$ cat config.mk
export PLATFORM = sky130hd
export DESIGN_NAME = i2s_tx
export DESIGN_NICKNAME = d
export VERILOG_FILES = /design/src/rtl/i2s_tx.sv
export SDC_FILE = /design/constraint.sdc
export NUM_CORES = 1
export LEC_CHECK = 0
export ABC_AREA = 1
export BUFFER_PORTS_ARGS = -buffer_cell sky130_fd_sc_hd__buf_2
export CORE_ASPECT_RATIO = 0.8
export CORE_MARGIN = 2
export CORE_UTILIZATION = 29
export CTS_CLUSTER_DIAMETER = 40
export DETAILED_ROUTE_END_ITERATION = 8
export SYNTH_ARGS = -nofsm -noshare
export SYNTH_HDL_FRONTEND = slang
export SYNTH_SLANG_ARGS = --single-unit
export TNS_END_PERCENT = 50
$ cat constraint.sdc
create_clock -name clk -period 1.5 [get_ports clk]
set_input_delay 0.225 -clock clk [delete_from_list [all_inputs] [get_ports clk]]
set_output_delay 0.225 -clock clk [all_outputs]
set_load 0.05 [all_outputs]
$ cat src/rtl/i2s_tx.sv
// rtl/i2s_tx.sv - I2S stereo transmitter with a one-deep pending sample register
// A BCLK divider sets the slot timing; a 32-bit shifter is reloaded once per frame.
module i2s_tx #(
    parameter int CLK_DIV = 4
) (
    input  logic        clk,
    input  logic        rst,
    input  logic        iValid,
    input  logic [15:0] iLeft,
    input  logic [15:0] iRight,
    output logic        oBclk,
    output logic        oLrclk,
    output logic        oSdata,
    output logic        oLoad,
    output logic        oUnderrun,
    output logic        oOverrun
);

    localparam int DIV_W = (CLK_DIV > 2) ? $clog2(CLK_DIV) : 1;
    localparam logic [DIV_W-1:0] DIV_MAX = DIV_W'(CLK_DIV - 1);

    logic [DIV_W-1:0] div_q, div_d;
    logic             bclk_q, bclk_d;
    logic [4:0]       b_q, b_d;
    logic             lrclk_q, lrclk_d;
    logic [31:0]      shifter_q, shifter_d;
    logic             pend_full_q, pend_full_d;
    logic [31:0]      pend_data_q, pend_data_d;
    logic [31:0]      last_frame_q, last_frame_d;
    logic             load_q, load_d;
    logic             underrun_q, underrun_d;
    logic             overrun_q, overrun_d;

    logic wrap;
    logic fall;
    logic load_fire;

    always_comb begin
        wrap         = (div_q == DIV_MAX);
        fall         = wrap && bclk_q;
        load_fire    = fall && (b_q == 5'd0);

        div_d        = wrap ? '0 : div_q + DIV_W'(1);
        bclk_d       = wrap ? ~bclk_q : bclk_q;
        b_d          = fall ? b_q + 5'd1 : b_q;
        // Word select switches at the start of slot 16, one BCLK ahead of the right MSB.
        lrclk_d      = fall ? b_d[4] : lrclk_q;

        shifter_d    = shifter_q;
        last_frame_d = last_frame_q;
        if (load_fire) begin
            if (pend_full_q) begin
                shifter_d    = pend_data_q;
                last_frame_d = pend_data_q;
            end else begin
                shifter_d    = last_frame_q;
            end
        end else if (fall) begin
            shifter_d = {shifter_q[30:0], 1'b0};
        end

        // The load consumes the pre-cycle pending value before a new sample lands.
        pend_full_d = pend_full_q && !load_fire;
        pend_data_d = pend_data_q;
        if (iValid) begin
            pend_full_d = 1'b1;
            pend_data_d = {iLeft, iRight};
        end

        load_d     = load_fire;
        underrun_d = load_fire && !pend_full_q;
        overrun_d  = iValid && pend_full_q && !load_fire;
    end

    always_ff @(posedge clk) begin
        if (rst) begin
            div_q        <= '0;
            bclk_q       <= 1'b0;
            b_q          <= 5'd0;
            lrclk_q      <= 1'b0;
            shifter_q    <= 32'd0;
            pend_full_q  <= 1'b0;
            pend_data_q  <= 32'd0;
            last_frame_q <= 32'd0;
            load_q       <= 1'b0;
            underrun_q   <= 1'b0;
            overrun_q    <= 1'b0;
        end else begin
            div_q        <= div_d;
            bclk_q       <= bclk_d;
            b_q          <= b_d;
            lrclk_q      <= lrclk_d;
            shifter_q    <= shifter_d;
            pend_full_q  <= pend_full_d;
            pend_data_q  <= pend_data_d;
            last_frame_q <= last_frame_d;
            load_q       <= load_d;
            underrun_q   <= underrun_d;
            overrun_q    <= overrun_d;
        end
    end

    assign oBclk     = bclk_q;
    assign oLrclk    = lrclk_q;
    assign oSdata    = shifter_q[31];
    assign oLoad     = load_q;
    assign oUnderrun = underrun_q;
    assign oOverrun  = overrun_q;

endmodule

==> results.py <==
metrics = {
    "cts": {
        "clock_tree.buffer_depth": 2,
        "clk_pin_slew_ns": 0.07,
        "clk-insertion-delay-late_ns": 0.35,
        "clockRootBuffer": "sky130_fd_sc_hd__clkbuf_16",
        "post-cts-setup-buffers": 0,
        "h-tree-depth": 3,
        "tritoncts_clock_tree": "done",
        "number_of_buffers_added_by_the_clock_tree_synthesis_step": 9,
        "numClockSinks": 109,
    },
    "setup_path": {
        "worst_setup_path_end_kind": "flop",
        "arrival_ns": 1.68,
        "ff2ff_path_depth": 9,
        "cp.required_ns": 1.79,
        "cp-start-kind": "flop",
        "criticalPathCategory": "reg2reg",
        "critical_path.max_fanout": 21,
    },
    "synthesis": {
        "yosysSeqAreaShare": 0.483,
        "asyncSetResetFlopFracSynth": 0,
        "synth_warn": 0,
        "yosys_register_bits": 109,
        "netlist-cell-type-count": 24,
        "avgSynthCellArea_um2": 7.24,
        "synth_top_cells_by_count": "sky130_fd_sc_hd__nand2_1 (169), sky130_fd_sc_hd__dfxtp_1 (109), sky130_fd_sc_hd__a21oi_1 (95)",
        "synth_area_leaders": "sky130_fd_sc_hd__dfxtp_1 (48%), sky130_fd_sc_hd__nand2_1 (14%), sky130_fd_sc_hd__a21oi_1 (11%)",
        "netlist.top_cell.by_area": "sky130_fd_sc_hd__dfxtp_1",
        "synth_largest_type_area_fraction": 0.483,
        "mapped_nets": 662,
        "synth_top_flop_cell": "sky130_fd_sc_hd__dfxtp_1",
        "most_frequent_cell_after_synthesis": "sky130_fd_sc_hd__nand2_1",
        "synth_enable_flop_cells": 0,
        "synthCells": 624,
        "syn_area_mm2": 0.00452,
    },
    "placed_design": {
        "dp_hpwl_um": 6310,
        "port_buffers": 40,
        "routabilityCongestion": 0.734,
        "pre_cts_ws_ns": 0.0607,
    },
    "timing": {
        "timing.final.crit_period_ns": 1.39,
        "finClkSkew_ns": 0.00518,
        "hold_viol_final": 0,
        "timing.final.crit_share": 0.926,
        "timing.fmax_mhz": 720,
        "worst_slew_margin_rel": 0.748,
        "post_layout_worst_setup_margin_ns": 0.111,
        "tightest_slew_ns": 0.378,
        "slew_viol_final": 0,
        "rsz_0062_raised_after_global_routing": "yes",
        "setup-violations-final": 0,
    },
    "power": {
        "power.static_leakage_uw": 0.00218,
        "power_frac_seq": 0.520,
        "power_density_mw_per_mm2": 1100,
        "irDropWorstVdd_mv": 0.624,
        "comb_power_share": 0.063,
        "sw_share": 0.226,
        "p_int_uw": 4480,
        "power_frac_clock": 0.417,
        "switching_power_uw": 1310,
    },
    "global_route": {
        "antenna_violations_before_repair": 0,
        "number_of_global_route_vias_before_repair": 3769,
        "globalRouteOverflowTotal": 0,
        "first_pass_grt_wire_length_um": 17400,
        "grtUsageTotal": 0.131,
        "met3_usage": 0.0343,
        "gr_layer_usage_met1": 0.161,
        "grt_max_degree": 45,
        "globalRoute.busiestLayer": "met2",
        "globalRouteMet2Util": 0.228,
    },
    "floorplan": {
        "initial_utilization": 0.299,
        "coreArea_mm2": 0.0151,
        "die_width_um": 144,
        "die_area_mm2": 0.0166,
        "floorplan.io_pins": 41,
        "fp.dieH_um": 116,
        "std_cell_rows": 40,
    },
    "routing": {
        "1st_iter_drt_viols": 238,
        "detailed_route_wire_length_per_cell_um": 12.1,
        "avgViaCountPerCell": 4.52,
        "drt_pre_antenna_iters": 6,
        "drc_errors": 0,
        "vias": 3902,
        "antenna_violating_nets_post_route": 0,
        "finalWirelength_um": 10400,
    },
    "layout": {
        "postLayoutCoreUtil": 0.350,
        "num_antenna_cells": 0,
        "flow.area_growth_from_synthesis_pct": 16.9,
        "post_route_cells_drive_above_1_share": 0.136,
        "final_net_count": 687,
        "n_fill_cell": 1642,
    },
    "hold_path": {
        "worstHoldPathCells": 3,
        "hold_removal_path_class": "in2reg",
    },
    "job": {
        "max-cap-violations": 0,
    },
    "status": {
        "status": "finished, final reports clean",
    },
}
-- worst max-delay path: stages, from the launching register on --
cell	delay [ns]
sky130_fd_sc_hd__dfxtp_1	0.32
sky130_fd_sc_hd__inv_1	0.08
sky130_fd_sc_hd__ha_2	0.18
sky130_fd_sc_hd__nand2_2	0.09
sky130_fd_sc_hd__nor2_8	0.16
sky130_fd_sc_hd__nand2_4	0.10
sky130_fd_sc_hd__buf_12	0.17
sky130_fd_sc_hd__nor2_4	0.10
sky130_fd_sc_hd__nand2_1	0.07
sky130_fd_sc_hd__nand2_1	0.06
-- metrics by stage --
| stage | instances | TNS (ns) | hold slack [ns] | area, um2 | total power, uW |
|---|---|---|---|---|---|
| finish | 863 | 0 | 0.0935 | 5280 | 5790 |
| global route | 863 | -0.0717 | 0.0993 | 5280 | 6020 |
| CTS | 862 | 0 | 0.0851 | 5230 | 5880 |
| detailed placement | 847 | 0 | 0.416 | 4930 | 3440 |
| global placement | 847 | 0 | 0.413 | 4930 | 3440 |
| floorplan | 624 | 0 | 0.360 | 4520 | 3310 |
-- path summary, 6_finish.rpt --
check / startpoint / end / slack (ns)
worst max-delay path: b_q[0] / last_frame_q[0] / 0.11
worst min-delay path: iLeft[6] / pend_data_q[22] / 0.09
worst max register to register: b_q[0] / last_frame_q[0] / 0.11
worst min register to register: div_q[0] / div_q[0] / 0.43
-- kinds of logic after synthesis --
family / Yosys count / share of synthesized area
AND/OR/NAND/NOR: 290 / 0.262
AO/OA/AOI/OAI: 162 / 0.180
flip-flops: 109 / 0.483
adder cells (fa/ha/maj): 3 / 0.00831
buffers and inverters: 60 / 0.0675
-- metal layers --
layer  share of wire  vias up
met3           0.036        9
li1                -     2085
met1            0.49     1749
met4           0.011        0
met5               0        -
met2            0.46       59
-- flip-flops by register name, summed over array words and instances (netlist names) --
name	cells
oLrclk	1
div_q	2
b_q	5
oBclk	1
last_frame_q	32
oUnderrun	1
pend_full_q	1
oLoad	1
shifter_q	32
oOverrun	1
pend_data_q	32
-- power by group through the flow --
stage	Clock (uW)	Sequential (uW)	Combinational [uW]
3_5_place_dp	0	3080	368
5_1_grt	2580	3020	421
3_3_place_gp	0	3070	367
2_1_floorplan	0	3080	229
4_1_cts	2500	3010	370
6_report	2420	3010	366
-- layout by cell type, fill, tap and decap left out, drive strengths merged --
cell	instances
bufinv	1
nand3	35
a31oi	1
dfxtp	109
nor3	4
nor3b	1
inv	11
o21ai	66
ha	3
buf	61
clkbuf	13
clkinvlp	2
nand2	173
clkinv	1
a21oi	95
nand4	1
nor2	76
-- what timing repair did --
item,4_1_cts,5_1_grt
endpoints found under the setup margin,0,61
resized for setup,0,7
hold endpoints to repair,0,0
hold buffers,0,0
-- area by class of cell --
class / count / area, um2 / share of cell area
sequential: 109 / 2180 / 0.413
multi-input combinational: 455 / 2050 / 0.387
timing repair buffer: 62 / 444 / 0.0841
tap: 210 / 263 / 0.0497
clock buffer: 12 / 256 / 0.0485
clock inverter: 3 / 45.0 / 0.00852
inverter: 12 / 45.0 / 0.00852
(Power assumes the default switching activity.)
